<file path="src/rtl/dsp_mac_pkg.sv">
// rtl/dsp_mac_pkg.sv - opmode bit indices and width helper shared by the MAC pipeline
package dsp_mac_pkg;

   localparam int OP_PRE_SUB  = 0;
   localparam int OP_PRE_BYP  = 1;
   localparam int OP_POST_SUB = 2;
   localparam int OP_ACC      = 3;

   function automatic int max_w(input int x, input int y);
      return (x > y) ? x : y;
   endfunction

endpackage

</file>
<file path="src/rtl/dsp_mac_pipe_if.sv">
// rtl/dsp_mac_pipe_if.sv - sample/result bus of the MAC pipeline
interface dsp_mac_pipe_if #(
   parameter int A_W = 18,
   parameter int B_W = 18,
   parameter int D_W = 18,
   parameter int C_W = 48,
   parameter int P_W = 48
);
   logic           in_valid;
   logic [A_W-1:0] a;
   logic [B_W-1:0] b;
   logic [D_W-1:0] d;
   logic [C_W-1:0] c;
   logic [3:0]     opmode;
   logic           out_valid;
   logic [P_W-1:0] p;

   modport master (
      output in_valid, a, b, d, c, opmode,
      input  out_valid, p
   );

   modport slave (
      input  in_valid, a, b, d, c, opmode,
      output out_valid, p
   );
endinterface

</file>
<file path="src/rtl/dsp_mac_preadd.sv">
// rtl/dsp_mac_preadd.sv - stage-2 pre-adder (d+b, d-b or b bypass), wraps modulo 2^PRE_W
module dsp_mac_preadd #(
   parameter int B_W   = 18,
   parameter int D_W   = 18,
   parameter int PRE_W = 19
) (
   input  logic             clk,
   input  logic             rst_n,
   input  logic             ce,
   input  logic [B_W-1:0]   b_i,
   input  logic [D_W-1:0]   d_i,
   input  logic             pre_sub_i,
   input  logic             pre_byp_i,
   output logic [PRE_W-1:0] pre_o
);

   logic [PRE_W-1:0] pre_d;
   logic [PRE_W-1:0] pre_q;

   always_comb begin
      pre_d = PRE_W'(d_i) + PRE_W'(b_i);
      if (pre_byp_i) begin
         pre_d = PRE_W'(b_i);
      end else if (pre_sub_i) begin
         pre_d = PRE_W'(d_i) - PRE_W'(b_i);
      end
   end

   always_ff @(posedge clk) begin
      if (!rst_n) begin
         pre_q <= '0;
      end else if (ce) begin
         pre_q <= pre_d;
      end
   end

   assign pre_o = pre_q;

endmodule

</file>
<file path="src/rtl/dsp_mac_pipe.sv">
// rtl/dsp_mac_pipe.sv - 4-stage pre-add/multiply/post-add MAC; DSP_MAC_SATURATE_EN clamps stage 4
module dsp_mac_pipe
   import dsp_mac_pkg::*;
#(
   parameter int A_W = 18,
   parameter int B_W = 18,
   parameter int D_W = 18,
   parameter int C_W = 48,
   parameter int P_W = 48
) (
   input  logic           clk,
   input  logic           rst_n,
   input  logic           ce,
   dsp_mac_pipe_if.slave  bus
);

   localparam int PRE_W = max_w(B_W, D_W) + 1;
   localparam int M_W   = PRE_W + A_W;
   localparam int R_W   = max_w(P_W, M_W) + 1;

   // stage 1: input registers
   logic           v1_q;
   logic [A_W-1:0] a1_q;
   logic [B_W-1:0] b1_q;
   logic [D_W-1:0] d1_q;
   logic [C_W-1:0] c1_q;
   logic [3:0]     op1_q;

   always_ff @(posedge clk) begin
      if (!rst_n) begin
         v1_q  <= 1'b0;
         a1_q  <= '0;
         b1_q  <= '0;
         d1_q  <= '0;
         c1_q  <= '0;
         op1_q <= '0;
      end else if (ce) begin
         v1_q  <= bus.in_valid;
         a1_q  <= bus.a;
         b1_q  <= bus.b;
         d1_q  <= bus.d;
         c1_q  <= bus.c;
         op1_q <= bus.opmode;
      end
   end

   // stage 2: pre-adder plus the operands that ride alongside it
   logic [PRE_W-1:0] pre2;
   logic             v2_q;
   logic [A_W-1:0]   a2_q;
   logic [C_W-1:0]   c2_q;
   logic             psub2_q;
   logic             acc2_q;

   dsp_mac_preadd #(
      .B_W   (B_W),
      .D_W   (D_W),
      .PRE_W (PRE_W)
   ) u_preadd (
      .clk       (clk),
      .rst_n     (rst_n),
      .ce        (ce),
      .b_i       (b1_q),
      .d_i       (d1_q),
      .pre_sub_i (op1_q[OP_PRE_SUB]),
      .pre_byp_i (op1_q[OP_PRE_BYP]),
      .pre_o     (pre2)
   );

   always_ff @(posedge clk) begin
      if (!rst_n) begin
         v2_q    <= 1'b0;
         a2_q    <= '0;
         c2_q    <= '0;
         psub2_q <= 1'b0;
         acc2_q  <= 1'b0;
      end else if (ce) begin
         v2_q    <= v1_q;
         a2_q    <= a1_q;
         c2_q    <= c1_q;
         psub2_q <= op1_q[OP_POST_SUB];
         acc2_q  <= op1_q[OP_ACC];
      end
   end

   // stage 3: full-width product
   logic [M_W-1:0] m_d;
   logic [M_W-1:0] m3_q;
   logic           v3_q;
   logic [C_W-1:0] c3_q;
   logic           psub3_q;
   logic           acc3_q;

   assign m_d = M_W'(pre2) * M_W'(a2_q);

   always_ff @(posedge clk) begin
      if (!rst_n) begin
         m3_q    <= '0;
         v3_q    <= 1'b0;
         c3_q    <= '0;
         psub3_q <= 1'b0;
         acc3_q  <= 1'b0;
      end else if (ce) begin
         m3_q    <= m_d;
         v3_q    <= v2_q;
         c3_q    <= c2_q;
         psub3_q <= psub2_q;
         acc3_q  <= acc2_q;
      end
   end

   // stage 4: post-adder; p_q is the only feedback point, so accumulate chains need no forwarding
   logic [P_W-1:0] p_q;
   logic [P_W-1:0] p_d;
   logic           ov_q;
   logic [R_W-1:0] z;
   logic [R_W-1:0] m_ext;

   assign z     = acc3_q ? R_W'(p_q) : R_W'(c3_q);
   assign m_ext = R_W'(m3_q);

`ifdef DSP_MAC_SATURATE_EN
   logic [R_W-1:0] sum;
   logic           under;

   assign sum   = z + m_ext;
   assign under = z < m_ext;

   always_comb begin
      p_d = p_q;
      if (v3_q) begin
         if (psub3_q) begin
            p_d = under ? '0 : P_W'(z - m_ext);
         end else begin
            p_d = (|sum[R_W-1:P_W]) ? '1 : sum[P_W-1:0];
         end
      end
   end
`else
   always_comb begin
      p_d = p_q;
      if (v3_q) begin
         p_d = psub3_q ? P_W'(z - m_ext) : P_W'(z + m_ext);
      end
   end
`endif

   always_ff @(posedge clk) begin
      if (!rst_n) begin
         p_q  <= '0;
         ov_q <= 1'b0;
      end else if (ce) begin
         p_q  <= p_d;
         ov_q <= v3_q;
      end
   end

   assign bus.p         = p_q;
   assign bus.out_valid = ov_q;

endmodule
</file>
<file path="src/flat_wrapper.sv">
// flat-port wrapper written by rule: the top's interface ports become plain ports
module dsp_mac_pipe_flat import dsp_mac_pkg::*;
#(
   parameter int A_W = 18,
   parameter int B_W = 18,
   parameter int D_W = 18,
   parameter int C_W = 48,
   parameter int P_W = 48
)
  (clk, rst_n, ce, bus_in_valid, bus_a, bus_b, bus_d, bus_c, bus_opmode, bus_out_valid, bus_p);
  dsp_mac_pipe_if #(.A_W(A_W), .B_W(B_W), .D_W(D_W), .C_W(C_W), .P_W(P_W)) bus_i ();
  input  logic clk;
  input  logic rst_n;
  input  logic ce;
  input wire logic [$bits(bus_i.in_valid)-1:0] bus_in_valid;
  input wire logic [$bits(bus_i.a)-1:0] bus_a;
  input wire logic [$bits(bus_i.b)-1:0] bus_b;
  input wire logic [$bits(bus_i.d)-1:0] bus_d;
  input wire logic [$bits(bus_i.c)-1:0] bus_c;
  input wire logic [$bits(bus_i.opmode)-1:0] bus_opmode;
  output wire logic [$bits(bus_i.out_valid)-1:0] bus_out_valid;
  output wire logic [$bits(bus_i.p)-1:0] bus_p;
  assign bus_i.in_valid = bus_in_valid;
  assign bus_i.a = bus_a;
  assign bus_i.b = bus_b;
  assign bus_i.d = bus_d;
  assign bus_i.c = bus_c;
  assign bus_i.opmode = bus_opmode;
  assign bus_out_valid = bus_i.out_valid;
  assign bus_p = bus_i.p;
  dsp_mac_pipe #(.A_W(A_W), .B_W(B_W), .D_W(D_W), .C_W(C_W), .P_W(P_W)) u_core (.clk(clk), .rst_n(rst_n), .ce(ce), .bus(bus_i));
endmodule
</file>
<file path="config.mk">
export PLATFORM = sky130hd
export DESIGN_NAME = dsp_mac_pipe_flat
export DESIGN_NICKNAME = d
export VERILOG_FILES = /design/src/rtl/dsp_mac_pkg.sv /design/src/rtl/dsp_mac_pipe_if.sv /design/src/rtl/dsp_mac_preadd.sv /design/src/rtl/dsp_mac_pipe.sv /design/src/flat_wrapper.sv
export SDC_FILE = /design/constraint.sdc
export NUM_CORES = 2
export LEC_CHECK = 0
export BUFFER_PORTS_ARGS = -buffer_cell sky130_fd_sc_hd__clkbuf_2
export CAP_MARGIN = 20
export CORE_MARGIN = 4
export CORE_UTILIZATION = 33
export DETAILED_ROUTE_END_ITERATION = 10
export PLACE_DENSITY = 0.55
export SYNTH_ARGS = -nofsm -noshare
export SYNTH_HDL_FRONTEND = slang
export SYNTH_SLANG_ARGS = --single-unit
</file>
<file path="constraint.sdc">
create_clock -name clk -period 8.1 [get_ports clk]
set_input_delay 2.43 -clock clk [delete_from_list [all_inputs] [get_ports clk]]
set_output_delay 2.43 -clock clk [all_outputs]
set_load 0.01 [all_outputs]
</file>
==> reports/metrics.cfg <==
[status]
status = finished clean

[synthesis]
syn_area_per_cell_sq_um = 8.65
synth_top_cell_by_area = dfxtp_1
synth_ff_type = dfxtp_1
synth_top_area_share_pct = 23.5
yosysMostFrequentCell = nor2_1
yosysSeqAreaShare_pct = 23.5
synth_fp_nets = 3840
yosys_register_bits = 332
async_flop_share_pct = 0
synth_common_cells = nor2_1 (384), inv_1 (362), nand2_1 (334)
synth_edf_count = 0
synthesis.area_sq_um = 28300
synth_cells = 3278
ys_top_cells_by_area = dfxtp_1 (23%), fa_1 (19%), mux2i_1 (9.0%)
synth.distinct_cells = 83
yosysWarnings = 0

[power]
cellLeakagePower_uw = 0.0151
total_power_uw = 5010
irDropWorstVdd_uv = 128
power_density_nw_per_um2 = 159

[global_routing]
grt_max_degree = 117
overflow = 0
antenna_found_initial = 1
grt_pass1_wl_mm = 116
track_usage_pct = 15.7
grt_pass1_vias = 21400

[clocking]
clockRootBuffer = clkbuf_16
cts_resized = 0
cts_tree = done
clock_path_buffers = 3
cts_made_buffers = 41
numClockSinks = 332
postCtsHoldBufs = 0
clk_pin_slew_ps = 60
cts_htree_levels = 2
clk-insertion-delay-late_ps = 570
post_cts_buffers = 0

[detailed_routing]
vias_per_cell = 4.85
route.detailed.drc = 0
first_iter_violations = 1184
postRouteAntennaNets = 0
drt_wl_total_mm = 71.7
dr.pass1.iters = 5
post_drt_wl_per_cell_um = 16.0
vias = 21800

[timing]
finalHoldViolations = 0
setup_tns_ps = 0
setup_viol = 0
fmax_mhz = 144
worst_slew_pin_slew_ps = 986
finalClockSkew_ps = 24.9
min_period_over_period_pct = 85.5
finalWorstSetupSlack_ps = 1180
maxSlewHeadroom_pct = 34.3
rsz0062_at_grt = no
period_needed_ps = 6920
drv_slew = 0

[placed_design]
io_buffers = 158
gp_congestion = 0.848
place_inst = 4417
place_ws_ps = 1210
dp_hpwl_mm = 54.5

[worst_setup_path]
required_ps = 8550
startpoint_type = flop
worstSetupPathType = reg -> reg
critPathMaxFanout = 20
arrival_ps = 7370
crit_path_end_kind = flop

[final_layout]
final_cells = 4490
fin_util_pct = 36.9
fin_nets = 3878
n_antenna_cell = 0
area_growth_pct = 10.8
drive_gt1_share_pct = 9.89

[die]
start_util_pct = 33.3
io_pins = 159
placementRows = 107
die_area_sq_um = 90600
die_x_um = 301
die_h_um = 301
core_area_sq_um = 85100

[hold_path]
hold_class = reg -> reg

[flow_run]
maxCapViolCount = 0

## per-stage QoR
stage / hold slack (ps) / instance area, sq um
floorplan: 456 / 28300
global route: 479 / 31400
global placement: 452 / 30000
finish: 463 / 31400
CTS: 465 / 31400
detailed placement: 459 / 30000
## worst max-delay path: stages, from the launching register on
cell	delay, ps
dfxtp_1	830
nand2_1	180
fa_1	530
fa_1	580
fa_1	450
fa_1	500
inv_1	50
fa_1	520
inv_1	50
fa_1	530
inv_1	40
ha_1	330
and2_1	160
or3_1	380
nor4_2	310
o21ai_1	190
and4_1	280
o21ai_1	260
a21oi_1	120
and4_1	210
a311o_1	300
## sequential cells by signal, summed over array words and instances, names as in the netlist
register,cells
u_core.a1_q,18
u_core.a2_q,18
u_core.acc2_q,1
u_core.acc3_q,1
u_core.b1_q,18
u_core.bus.out_valid,1
u_core.bus.p,48
u_core.c1_q,48
u_core.c2_q,48
u_core.c3_q,48
u_core.d1_q,18
u_core.m3_q,37
u_core.op1_q,4
u_core.psub2_q,1
u_core.psub3_q,1
u_core.u_preadd.pre_o,19
u_core.v1_q,1
u_core.v2_q,1
u_core.v3_q,1
## worst paths after layout
check	from	to	slack, ps	depth (start not counted)
worst max-delay path	u_core.a2_q[3]$_SDFFE_PN0P_	u_core.m3_q[34]$_SDFFE_PN0P_	1180	20
worst min-delay path	u_core.bus.p[42]$_SDFFE_PN0P_	u_core.bus.p[42]$_SDFFE_PN0P_	460	2
worst max register to register	u_core.a2_q[3]$_SDFFE_PN0P_	u_core.m3_q[34]$_SDFFE_PN0P_	1180	20
worst min register to register	u_core.bus.p[42]$_SDFFE_PN0P_	u_core.bus.p[42]$_SDFFE_PN0P_	460	2
## logic make-up (layout without fill, tap and decap cells)
kind of cell	count (synthesis)	after routing	share of synthesized area, %
buf+inv	558	626	7.61
xor+xnor	119	119	3.70
fa+ha+maj	452	452	27.2
compound gates	441	441	9.77
mux	300	300	10.8
flops	332	332	23.5
simple gates	1076	1076	17.5
## layout by cell type (no fill, tap or decap), drive strengths merged, types with 47 or more instances in the layout
| cell type | netlist | routed |
|---|---|---|
| a21o | 47 | 47 |
| a21oi | 159 | 159 |
| and2 | 161 | 161 |
| clkbuf | 162 | 212 |
| dfxtp | 332 | 332 |
| fa | 274 | 274 |
| ha | 178 | 178 |
| inv | 363 | 365 |
| mux2i | 254 | 254 |
| nand2 | 336 | 336 |
| nand3 | 59 | 59 |
| nor2 | 384 | 384 |
| o21ai | 78 | 78 |
| xnor2 | 84 | 84 |
## final cells by class
| cell class | instances | area [sq um] |
|---|---|---|
| Clock buffer | 55 | 1170 |
| Timing Repair Buffer | 189 | 1050 |
| Tap cell | 1144 | 1430 |
| Multi-Input combinational cell | 2388 | 19500 |
| Fill cell | 8894 | 53700 |
| Clock inverter | 18 | 205 |
| Sequential cell | 332 | 6650 |
| Inverter | 364 | 1370 |
## report_power, final
part | leakage (uW) | switching (uW) | internal, uW
sequential | 0.00271 | 112 | 1710
combinational | 0.0117 | 811 | 531
clock | 0.000664 | 762 | 1090
total | 0.0151 | 1680 | 3320
## routing by layer
layer	up-vias	GRT usage, %	wire length [um]
met3	81	2.16	3000
met4	0	3.03	1200
met1	10500	22.1	34100
met5	-	0	0
met2	352	25.9	33400
li1	10800	-	-
Power figures use the tool's default switching activity.
